$ cat src/rtl/alu_issue_pkg.sv
// Shared opcode map, ALU control width, FSM state encoding and op helpers
// for the ALU issue controller.
package alu_issue_pkg;

  localparam int unsigned ALU_CTL_W = 13;

  localparam logic [3:0] OP_AND  = 4'd0;
  localparam logic [3:0] OP_OR   = 4'd1;
  localparam logic [3:0] OP_NEG  = 4'd2;
  localparam logic [3:0] OP_NOT  = 4'd3;
  localparam logic [3:0] OP_SUB  = 4'd4;
  localparam logic [3:0] OP_ADD  = 4'd5;
  localparam logic [3:0] OP_MUL  = 4'd6;
  localparam logic [3:0] OP_ROR  = 4'd7;
  localparam logic [3:0] OP_ROL  = 4'd8;
  localparam logic [3:0] OP_DIV  = 4'd9;
  localparam logic [3:0] OP_SHR  = 4'd10;
  localparam logic [3:0] OP_SHL  = 4'd11;
  localparam logic [3:0] OP_SHRA = 4'd12;

  typedef enum logic [1:0] {
    IDLE,
    EXEC,
    RESP
  } state_t;

  // MUL and DIV produce a meaningful high word and use the longer settle time.
  function automatic logic is_wide(input logic [3:0] op);
    return (op == OP_MUL) || (op == OP_DIV);
  endfunction

endpackage

$ cat src/rtl/alu_issue_ctrl_if.sv
// Request/response handshake bundle between the datapath sequencer (master)
// and the ALU issue controller (slave).
interface alu_issue_ctrl_if;
  logic        req_valid;
  logic        req_ready;
  logic [3:0]  req_op;
  logic [31:0] req_a;
  logic [31:0] req_b;
  logic        rsp_valid;
  logic        rsp_ready;
  logic [31:0] rsp_lo;
  logic [31:0] rsp_hi;
  logic        rsp_hi_valid;
  logic        rsp_err;

  modport master (
    output req_valid, req_op, req_a, req_b, rsp_ready,
    input  req_ready, rsp_valid, rsp_lo, rsp_hi, rsp_hi_valid, rsp_err
  );

  modport slave (
    input  req_valid, req_op, req_a, req_b, rsp_ready,
    output req_ready, rsp_valid, rsp_lo, rsp_hi, rsp_hi_valid, rsp_err
  );
endinterface

$ cat src/rtl/alu_op_decode.sv
// Combinational opcode decode: one-hot ALU control line, wide (MUL/DIV) flag
// and illegal-opcode flag.
module alu_op_decode
  import alu_issue_pkg::*;
(
  input  logic [3:0]           op,
  output logic [ALU_CTL_W-1:0] ctl,
  output logic                 wide,
  output logic                 illegal
);

  always_comb begin
    illegal = (op > OP_SHRA);
    wide    = is_wide(op);
    ctl     = '0;
    if (!illegal) begin
      ctl = ALU_CTL_W'(1) << op;
    end
  end

endmodule

$ cat src/rtl/alu_issue_ctrl.sv
// ALU issue controller: accepts op requests, drives operands and one one-hot
// ALU control line for a settle time, returns results. Optional: ALU_DIV0_TRAP_EN.
module alu_issue_ctrl
  import alu_issue_pkg::*;
#(
  parameter int unsigned SIMPLE_WAIT = 1,
  parameter int unsigned MULDIV_WAIT = 4
) (
  input  logic                 clk,
  input  logic                 clr,
  alu_issue_ctrl_if.slave      bus,
  output logic [31:0]          alu_rb,
  output logic [31:0]          alu_ry,
  output logic [ALU_CTL_W-1:0] alu_ctl,
  input  logic [31:0]          alu_lo,
  input  logic [31:0]          alu_hi,
  output logic                 busy
);

  localparam logic [3:0] SIMPLE_CNT = 4'(SIMPLE_WAIT);
  localparam logic [3:0] MULDIV_CNT = 4'(MULDIV_WAIT);

  state_t               state;
  logic [3:0]           cnt;
  logic                 wide_q;
  logic [ALU_CTL_W-1:0] dec_ctl;
  logic                 dec_wide;
  logic                 dec_illegal;
  logic                 reject;

  alu_op_decode u_decode (
    .op      (bus.req_op),
    .ctl     (dec_ctl),
    .wide    (dec_wide),
    .illegal (dec_illegal)
  );

  always_comb begin
`ifdef ALU_DIV0_TRAP_EN
    reject = dec_illegal || ((bus.req_op == OP_DIV) && (bus.req_b == '0));
`else
    reject = dec_illegal;
`endif
  end

  // req_ready/busy/rsp_valid are registered alongside state so every
  // interface output comes straight from a flop.
  always_ff @(posedge clk) begin
    if (!clr) begin
      state            <= IDLE;
      cnt              <= '0;
      wide_q           <= 1'b0;
      alu_rb           <= '0;
      alu_ry           <= '0;
      alu_ctl          <= '0;
      busy             <= 1'b0;
      bus.req_ready    <= 1'b1;
      bus.rsp_valid    <= 1'b0;
      bus.rsp_lo       <= '0;
      bus.rsp_hi       <= '0;
      bus.rsp_hi_valid <= 1'b0;
      bus.rsp_err      <= 1'b0;
    end else begin
      unique case (state)
        IDLE: begin
          if (bus.req_valid) begin
            alu_rb        <= bus.req_a;
            alu_ry        <= bus.req_b;
            wide_q        <= dec_wide;
            busy          <= 1'b1;
            bus.req_ready <= 1'b0;
            if (reject) begin
              state            <= RESP;
              bus.rsp_valid    <= 1'b1;
              bus.rsp_lo       <= '0;
              bus.rsp_hi       <= '0;
              bus.rsp_hi_valid <= 1'b0;
              bus.rsp_err      <= 1'b1;
            end else begin
              state   <= EXEC;
              alu_ctl <= dec_ctl;
              cnt     <= dec_wide ? MULDIV_CNT : SIMPLE_CNT;
            end
          end
        end
        EXEC: begin
          if (cnt == 4'd1) begin
            state            <= RESP;
            cnt              <= '0;
            alu_ctl          <= '0;
            bus.rsp_valid    <= 1'b1;
            bus.rsp_lo       <= alu_lo;
            bus.rsp_hi       <= wide_q ? alu_hi : '0;
            bus.rsp_hi_valid <= wide_q;
            bus.rsp_err      <= 1'b0;
          end else begin
            cnt <= cnt - 4'd1;
          end
        end
        RESP: begin
          if (bus.rsp_ready) begin
            state         <= IDLE;
            bus.rsp_valid <= 1'b0;
            busy          <= 1'b0;
            bus.req_ready <= 1'b1;
          end
        end
        default: state <= IDLE;
      endcase
    end
  end

endmodule

$ cat src/flat_wrapper.sv
// flat-port wrapper written by rule: the top's interface ports become plain ports
module alu_issue_ctrl_flat import alu_issue_pkg::*;
#(
  parameter int unsigned SIMPLE_WAIT = 1,
  parameter int unsigned MULDIV_WAIT = 4
)
  (clk, clr, alu_rb, alu_ry, alu_ctl, alu_lo, alu_hi, busy, bus_req_valid, bus_req_op, bus_req_a, bus_req_b, bus_rsp_ready, bus_req_ready, bus_rsp_valid, bus_rsp_lo, bus_rsp_hi, bus_rsp_hi_valid, bus_rsp_err);
  alu_issue_ctrl_if bus_i ();
  input  logic clk;
  input  logic clr;
  output logic [31:0] alu_rb;
  output logic [31:0] alu_ry;
  output logic [ALU_CTL_W-1:0] alu_ctl;
  input  logic [31:0] alu_lo;
  input  logic [31:0] alu_hi;
  output logic busy;
  input wire logic [$bits(bus_i.req_valid)-1:0] bus_req_valid;
  input wire logic [$bits(bus_i.req_op)-1:0] bus_req_op;
  input wire logic [$bits(bus_i.req_a)-1:0] bus_req_a;
  input wire logic [$bits(bus_i.req_b)-1:0] bus_req_b;
  input wire logic [$bits(bus_i.rsp_ready)-1:0] bus_rsp_ready;
  output wire logic [$bits(bus_i.req_ready)-1:0] bus_req_ready;
  output wire logic [$bits(bus_i.rsp_valid)-1:0] bus_rsp_valid;
  output wire logic [$bits(bus_i.rsp_lo)-1:0] bus_rsp_lo;
  output wire logic [$bits(bus_i.rsp_hi)-1:0] bus_rsp_hi;
  output wire logic [$bits(bus_i.rsp_hi_valid)-1:0] bus_rsp_hi_valid;
  output wire logic [$bits(bus_i.rsp_err)-1:0] bus_rsp_err;
  assign bus_i.req_valid = bus_req_valid;
  assign bus_i.req_op = bus_req_op;
  assign bus_i.req_a = bus_req_a;
  assign bus_i.req_b = bus_req_b;
  assign bus_i.rsp_ready = bus_rsp_ready;
  assign bus_req_ready = bus_i.req_ready;
  assign bus_rsp_valid = bus_i.rsp_valid;
  assign bus_rsp_lo = bus_i.rsp_lo;
  assign bus_rsp_hi = bus_i.rsp_hi;
  assign bus_rsp_hi_valid = bus_i.rsp_hi_valid;
  assign bus_rsp_err = bus_i.rsp_err;
  alu_issue_ctrl #(.SIMPLE_WAIT(SIMPLE_WAIT), .MULDIV_WAIT(MULDIV_WAIT)) u_core (.clk(clk), .clr(clr), .bus(bus_i), .alu_rb(alu_rb), .alu_ry(alu_ry), .alu_ctl(alu_ctl), .alu_lo(alu_lo), .alu_hi(alu_hi), .busy(busy));
endmodule
$ cat config.mk
export PLATFORM = sky130hd
export DESIGN_NAME = alu_issue_ctrl_flat
export DESIGN_NICKNAME = d
export VERILOG_FILES = /design/src/rtl/alu_issue_pkg.sv /design/src/rtl/alu_issue_ctrl_if.sv /design/src/rtl/alu_op_decode.sv /design/src/rtl/alu_issue_ctrl.sv /design/src/flat_wrapper.sv
export SDC_FILE = /design/constraint.sdc
export NUM_CORES = 1
export LEC_CHECK = 0
export ABC_AREA = 0
export CORE_AREA = 5 5 126 128
export CTS_BUF_LIST = sky130_fd_sc_hd__clkbuf_4
export DETAILED_ROUTE_END_ITERATION = 12
export DIE_AREA = 0 0 131 133
export PLACE_DENSITY = 0.79
export SYNTH_ARGS = -nofsm -noshare
export SYNTH_HDL_FRONTEND = slang
export SYNTH_SLANG_ARGS = --single-unit
$ cat constraint.sdc
create_clock -name clk -period 1.65 [get_ports clk]
set_input_delay 0.165 -clock clk [delete_from_list [all_inputs] [get_ports clk]]
set_output_delay 0.165 -clock clk [all_outputs]
set_load 0.05 [all_outputs]
======== After elaboration in Yosys (flattened, before gate mapping) ========
Index checks and enable logic that the tools add are counted.
W data, S select, Z words.
operators by class
  add/subtract/negate cells ............... 1
  order comparisons ....................... 1
  eq/ne operators ......................... 10
  shift-type cells ........................ 1
  multiplexer cells ....................... 37
  reductions and logical operators ........ 12
operators by type and width
  operator                number
  $mux W32                5
  $pmux W32 S2            2
  $mux W13                3
  $pmux W13 S2            1
  $shl A1 B4 Y13 const A  1
  $mux W4                 3
  $mux W1                 11
  $reduce_and A3 Y1       3
  $mux W2                 4
  $pmux W1 S2             4
  $pmux W4 S2             1
  $reduce_and A4 Y1       2
  $ne A2 B2 Y1 const B    3
  $pmux W2 S3             1
  $reduce_and A5 Y1       1
  $eq A4 B1 Y1 const B    1
  $eq A4 B3 Y1 const B    1
  $eq A4 B4 Y1 const B    1
  $gt A4 B4 Y1 const B    1
  $ne A2 B1 Y1 const B    2
  $reduce_bool A2 Y1      2
  $sub A4 B1 Y4 const B   1
  $mux W3                 1
  $pmux W1 S3             1
  other kinds (6)         6
storage, ports and cells
  bits in registers ....................... 153
  bits of input ports ..................... 136
  output and inout port bits .............. 146
  logic and storage cells ................. 75

======== Logic depth before layout (Yosys ltp) ========
  depth in word-level cells ............... 6
  depth in mapped cells ................... 9
  gate-level depth less buffers ........... 6

======== Hierarchy ========
A second synthesis with hierarchy kept.
unflattened totals
  cells, all modules ...................... 692
  area, all modules ....................... 5617.9 µm²
by module, submodules not included
  module          times used  cells each  area each (µm²)  seq. area each (µm²)
  alu_issue_ctrl  1           670         5512.8           3062.9
  alu_op_decode   1           22          105.1            0.0

======== Least setup slack after synthesis ========
No wires, ideal clock.
  kind .................................... register to register
  start ................................... reg u_core.cnt[1]
  end ..................................... reg u_core.bus.rsp_hi[0]
  library setup time ...................... 0.117 ns
  arrival time ............................ 1.650 ns
  path slack .............................. -0.117 ns
  stages on the path, launching flop included .. 10
  buffers on the path ..................... 3
  clock period less this slack ............ 1.767 ns
  path through ............................ dfxtp_1 -> inv_1 -> ha_1 -> nor3b_4 -> and4_1 -> buf_4 -> and2_1 -> buf_6 -> buf_6 -> a22o_1
on the way
  cells in the longest elaborated chain, start to end .. 3
RTL lines
  element                      line                     text
  start: declaration           alu_issue_ctrl.sv:24     logic [3:0] cnt;
  start signal: assignment     alu_issue_ctrl.sv:82     cnt <= dec_wide ? MULDIV_CNT : SIMPLE_CNT;
  start signal: assignment     alu_issue_ctrl.sv:97     cnt <= cnt - 4'd1;
  $eq A4 B1 Y1                 alu_issue_ctrl.sv:87     if (cnt == 4'd1) begin
  $ne A2 B1 Y1 (no line)       --
  $reduce_and A4 Y1 (no line)  --
  end signal: assignment       alu_issue_ctrl.sv:93     bus.rsp_hi <= wide_q ? alu_hi : '0;
  end: declaration             alu_issue_ctrl_if.sv:23  output req_ready, rsp_valid, rsp_lo, rsp_hi, rsp_hi_valid, rsp_err
No other way between the ends.
A chain may end at the register's enable or synchronous reset.

======== Final worst setup path ========
  start ................................... reg u_core.cnt[1]
  end ..................................... reg u_core.bus.rsp_hi[15]
The elaborated chain is that of the path after synthesis.

==> impl_metrics.xml <==
<?xml version="1.0" encoding="UTF-8"?>
<metrics>
  <group name="outcome">
    <metric name="run_status" unit="">finished with violations</metric>
    <metric name="violations" unit="">setup timing</metric>
  </group>
  <group name="critical_path">
    <metric name="critPathTopFamily" unit="">compound AO/OA/AOI/OAI gates</metric>
    <metric name="cp_data_required_time" unit="ns">2.13</metric>
    <metric name="r2r_setup_slack" unit="ns">-0.09</metric>
    <metric name="critical_path.startpoint_type" unit="">flop</metric>
    <metric name="r2r-end" unit="">u_core.bus.rsp_hi[15]</metric>
    <metric name="setup.worst_path.class" unit="">flop to flop</metric>
    <metric name="setup.worst_path.end_class" unit="">flop</metric>
    <metric name="worst-path-stages" unit="">8</metric>
    <metric name="timing.critical_path.fanout_max" unit="">16</metric>
    <metric name="critical_path.max_stage_delay" unit="ns">0.36</metric>
    <metric name="worst-endpoint-arrival" unit="ns">2.22</metric>
    <metric name="cp-startpoint" unit="">u_core.cnt[1]</metric>
    <metric name="sequence_of_cells_on_the_critical_path" unit="">inv_2 &gt; ha_4 &gt; nor3b_4 &gt; buf_4 &gt; a22oi_2 &gt; o21a_4 &gt; clkbuf_16 &gt; a22o_1</metric>
    <metric name="regToRegStartpoint" unit="">u_core.cnt[1]</metric>
    <metric name="end_point_of_the_critical_path" unit="">u_core.bus.rsp_hi[15]</metric>
    <metric name="crit_path_top_delay_cell" unit="">sky130_fd_sc_hd__dfxtp_2</metric>
    <metric name="critical_path_buf_inv_count" unit="">3</metric>
    <metric name="r2r_cells" unit="">8</metric>
  </group>
  <group name="timing">
    <metric name="setup-violations-final" unit="">64</metric>
    <metric name="fmax" unit="MHz">574</metric>
    <metric name="transition_time_at_the_pin_with_the_least_slew_margin" unit="ns">0.490</metric>
    <metric name="max_slew_margin" unit="%">67.5</metric>
    <metric name="final_period_minus_worst_setup_slack" unit="ns">1.74</metric>
    <metric name="hold_viol" unit="">0</metric>
    <metric name="count_of_final_max_slew_check_failures" unit="">0</metric>
    <metric name="final.setup_skew" unit="ns">0.0199</metric>
    <metric name="final_worst_path_cycle_share" unit="%">105</metric>
    <metric name="grt_setup_unrepaired" unit="">true</metric>
    <metric name="post-route-worst-setup-slack" unit="ns">-0.0907</metric>
  </group>
  <group name="place">
    <metric name="gp_congestion" unit="">0.771</metric>
    <metric name="dp.final_hpwl" unit="um">12300</metric>
    <metric name="post_place_setup_slack" unit="ns">-0.269</metric>
    <metric name="dpl_cell_area" unit="sq um">8250</metric>
    <metric name="port-buffer-count" unit="">281</metric>
    <metric name="numPlacedInstances" unit="">1018</metric>
  </group>
  <group name="logic_synthesis">
    <metric name="post_synth_instance_area" unit="sq um">5320</metric>
    <metric name="synth.avg_cell_area" unit="sq um">9.66</metric>
    <metric name="ys_seq_area_share" unit="%">57.6</metric>
    <metric name="postSynthCellCount" unit="">551</metric>
    <metric name="synthesis.yosys.warnings" unit="">0</metric>
    <metric name="synth_seq_cells" unit="">153</metric>
    <metric name="yosysUniqueCellTypes" unit="">48</metric>
    <metric name="syn-num-nets" unit="">689</metric>
    <metric name="synth.top_cell.area_share" unit="%">57.6</metric>
    <metric name="yosys-top-cells-area" unit="">sky130_fd_sc_hd__dfxtp_1 58%, sky130_fd_sc_hd__a22o_1 11%, sky130_fd_sc_hd__nand2_1 9.4%</metric>
    <metric name="synth_largest_area_cell" unit="">sky130_fd_sc_hd__dfxtp_1</metric>
  </group>
  <group name="cells_and_area">
    <metric name="final_net_count" unit="">997</metric>
    <metric name="instances_no_fill" unit="">1060</metric>
    <metric name="area_taken_by_multi_input_logic_gates" unit="sq um">2060</metric>
    <metric name="synthToLayoutAreaGrowth" unit="%">61.7</metric>
    <metric name="layout_filler_cell_count" unit="">1326</metric>
    <metric name="area.sequential" unit="sq um">3070</metric>
    <metric name="post-route-util" unit="%">58.3</metric>
    <metric name="antenna-diode-count" unit="">0</metric>
    <metric name="stdcell_area" unit="sq um">8600</metric>
    <metric name="layout-drive-gt1-share" unit="%">26.9</metric>
  </group>
  <group name="worst_hold_path">
    <metric name="hold_path.startpoint" unit="">bus_req_a[11]</metric>
    <metric name="hp-class" unit="">primary input to flop</metric>
  </group>
  <group name="clock_tree">
    <metric name="clk-insertion-delay-late" unit="ns">0.53</metric>
    <metric name="worst_setup_hold_path_clk_slew" unit="ns">0.14</metric>
    <metric name="cts_max_path_buffers" unit="">2</metric>
    <metric name="htree_levels" unit="">4</metric>
    <metric name="cts.sink_count" unit="">153</metric>
    <metric name="clock_tree_from_tritoncts" unit="">built</metric>
    <metric name="clock_tree.root_cell" unit="">sky130_fd_sc_hd__clkbuf_4</metric>
    <metric name="cts_made_buffers" unit="">17</metric>
  </group>
  <group name="power_and_ir_drop">
    <metric name="power_per_cell_area" unit="nW/um^2">971</metric>
    <metric name="static-leakage-power" unit="nW">3.69</metric>
    <metric name="ir_worst_vdd" unit="V">0.000983</metric>
  </group>
  <group name="global_routing">
    <metric name="number_of_global_route_vias_before_repair" unit="">5143</metric>
    <metric name="grt_remaining_overflow" unit="">0</metric>
    <metric name="grt_first_pass_wirelength" unit="um">25400</metric>
    <metric name="grt_max_degree" unit="">48</metric>
    <metric name="initial_antenna_violation_count" unit="">0</metric>
    <metric name="track_usage" unit="%">18.3</metric>
  </group>
  <group name="detailed_routing">
    <metric name="drc_errors" unit="">0</metric>
    <metric name="final_antenna_net_count" unit="">0</metric>
    <metric name="route.detailed.wl_per_inst" unit="um">16.4</metric>
    <metric name="vias" unit="">5228</metric>
    <metric name="detail_route.vias_per_cell" unit="">4.93</metric>
    <metric name="wl" unit="um">17300</metric>
    <metric name="drt-pass1-iter-count" unit="">7</metric>
    <metric name="initialDrtViolationCount" unit="">264</metric>
  </group>
  <group name="floorplanning">
    <metric name="die_wd" unit="um">131</metric>
    <metric name="initial_core_util" unit="%">36.1</metric>
    <metric name="rows" unit="">45</metric>
    <metric name="design.die.area" unit="sq um">17400</metric>
    <metric name="die_h" unit="um">133</metric>
    <metric name="num_io_pins" unit="">282</metric>
    <metric name="core_area" unit="sq um">14800</metric>
  </group>
  <group name="flow_run">
    <metric name="max-cap-violations" unit="">0</metric>
  </group>
</metrics>
## sequential cells by signal, summed over array words and instances (netlist names), 2 cells and up
register / count
u_core.state: 2
u_core.alu_ctl: 13
u_core.cnt: 4
u_core.bus.rsp_lo: 32
u_core.bus.rsp_hi: 32
u_core.alu_rb: 32
u_core.alu_ry: 32
## timing repair
action | in CTS | in global routing
pin swaps | 3 | 3
hold buffers | 0 | 0
gates resized for setup | 45 | 53
cloned | 3 | 4
setup buffers | 2 | 1
endpoints found under the setup margin | 98 | 165
## cell usage after synthesis, drive strengths merged
library cell    n
a211o           1
nor3            4
a32o            3
a221oi          1
a21o            1
a2bb2oi         1
dfxtp         153
clkbuf         13
nor2           12
o211ai          1
a31o            1
buf            31
and4            2
o211a           2
nor3b           1
and3            1
o31ai           2
o21ai           6
a22oi           1
xor2            1
mux2i           1
or3b            1
a32oi           3
o22a            1
a211oi          1
nor2b           7
a221o           1
a22o           64
nand2b          4
inv             6
o31a            1
o41ai           2
and2            2
a21oi          69
nand3           8
nand4           1
nand2         133
a31oi           1
a21boi          1
o21a            3
ha              2
nor4            1
## per-stage QoR
stage               total power, W  hold WS (ns)  setup TNS [ns]
floorplan                  0.00530         0.267          -0.113
global placement           0.00616         0.434          -26.25
detailed placement         0.00619         0.442          -27.05
CTS                        0.00837         0.108           -3.82
global route               0.00875        0.0884           -7.18
finish                     0.00835         0.160           -3.06
## power by group
group | total [W] | internal, W | leakage (nW) | switching [W]
clock network | 0.00214 | 0.000770 | 0.137 | 0.00137
registers | 0.00401 | 0.00389 | 1.25 | 0.000113
logic | 0.00220 | 0.000910 | 2.31 | 0.00129
## final cells by class
cell class,count,share of cell area (%)
clock buffer,18,1.57
clock inverter,14,1.44
inverter,6,0.262
multi-input combinational,350,23.9
sequential,153,35.6
tap,188,2.73
timing repair buffer,331,34.5
## worst register-to-register path, stage by stage, from the launching register on
cell	delay [ns]
sky130_fd_sc_hd__dfxtp_2	0.36
sky130_fd_sc_hd__inv_2	0.05
sky130_fd_sc_hd__ha_4	0.15
sky130_fd_sc_hd__nor3b_4	0.15
sky130_fd_sc_hd__buf_4	0.14
sky130_fd_sc_hd__a22oi_2	0.26
sky130_fd_sc_hd__o21a_4	0.26
sky130_fd_sc_hd__clkbuf_16	0.21
sky130_fd_sc_hd__a22o_1	0.13
## cell families (layout without fill, tap and decap cells)
group | Yosys count | in the layout | share of synthesized area [%]
XOR/XNOR | 1 | 1 | 0.165
multiplexers | 1 | 1 | 0.188
adder cells (fa/ha/maj) | 2 | 2 | 0.470
AND/OR/NAND/NOR | 177 | 177 | 14.2
AO/OA/AOI/OAI | 167 | 169 | 22.3
buffers and inverters | 50 | 369 | 5.13
flip-flops | 153 | 153 | 57.6
## worst min path at each step
stage | slack (ns) | cells past startpoint | endpoint
2_1_floorplan | 0.27 | 1 | u_core.alu_ctl[4]
3_3_place_gp | 0.43 | 1 | u_core.bus.rsp_hi_valid
3_5_place_dp | 0.44 | 1 | u_core.bus.rsp_hi_valid
4_1_cts | 0.11 | 3 | u_core.alu_rb[23]
5_1_grt | 0.09 | 3 | u_core.alu_rb[8]
6_report | 0.16 | 3 | u_core.alu_rb[11]
## placed cells by master, fill, tap and decap left out, types with 2 or more instances in the layout
master                            count
sky130_fd_sc_hd__dfxtp_1            150
sky130_fd_sc_hd__buf_4              149
sky130_fd_sc_hd__clkdlybuf4s50_1    135
sky130_fd_sc_hd__nand2_1            133
sky130_fd_sc_hd__a21oi_1             69
sky130_fd_sc_hd__a22o_1              64
sky130_fd_sc_hd__clkbuf_2            19
sky130_fd_sc_hd__clkbuf_4            18
sky130_fd_sc_hd__nor2_1              12
sky130_fd_sc_hd__clkdlybuf4s15_1     11
sky130_fd_sc_hd__nand3_1              8
sky130_fd_sc_hd__nor2b_1              6
sky130_fd_sc_hd__o21ai_0              6
sky130_fd_sc_hd__buf_6                6
sky130_fd_sc_hd__buf_12               6
sky130_fd_sc_hd__inv_1                4
sky130_fd_sc_hd__nand2b_1             4
sky130_fd_sc_hd__nor3_1               4
sky130_fd_sc_hd__a32oi_1              3
sky130_fd_sc_hd__a32o_1               3
sky130_fd_sc_hd__clkinvlp_4           3
sky130_fd_sc_hd__clkinv_4             3
sky130_fd_sc_hd__clkinv_2             3
sky130_fd_sc_hd__inv_6                3
sky130_fd_sc_hd__dfxtp_2              3
sky130_fd_sc_hd__inv_2                2
sky130_fd_sc_hd__and2_4               2
sky130_fd_sc_hd__o41ai_1              2
sky130_fd_sc_hd__o21a_1               2
sky130_fd_sc_hd__clkbuf_16            2
## layer usage
metal  vias up  GRT usage (%)  share of wire [%]
met4         0           6.00                1.7
met5         -              0                  0
li1       2545              -                  -
met3        19           8.96                 13
met2       247           30.6                 48
met1      2417           20.2                 38
Note: power is estimated with default switching activity, not from simulation.
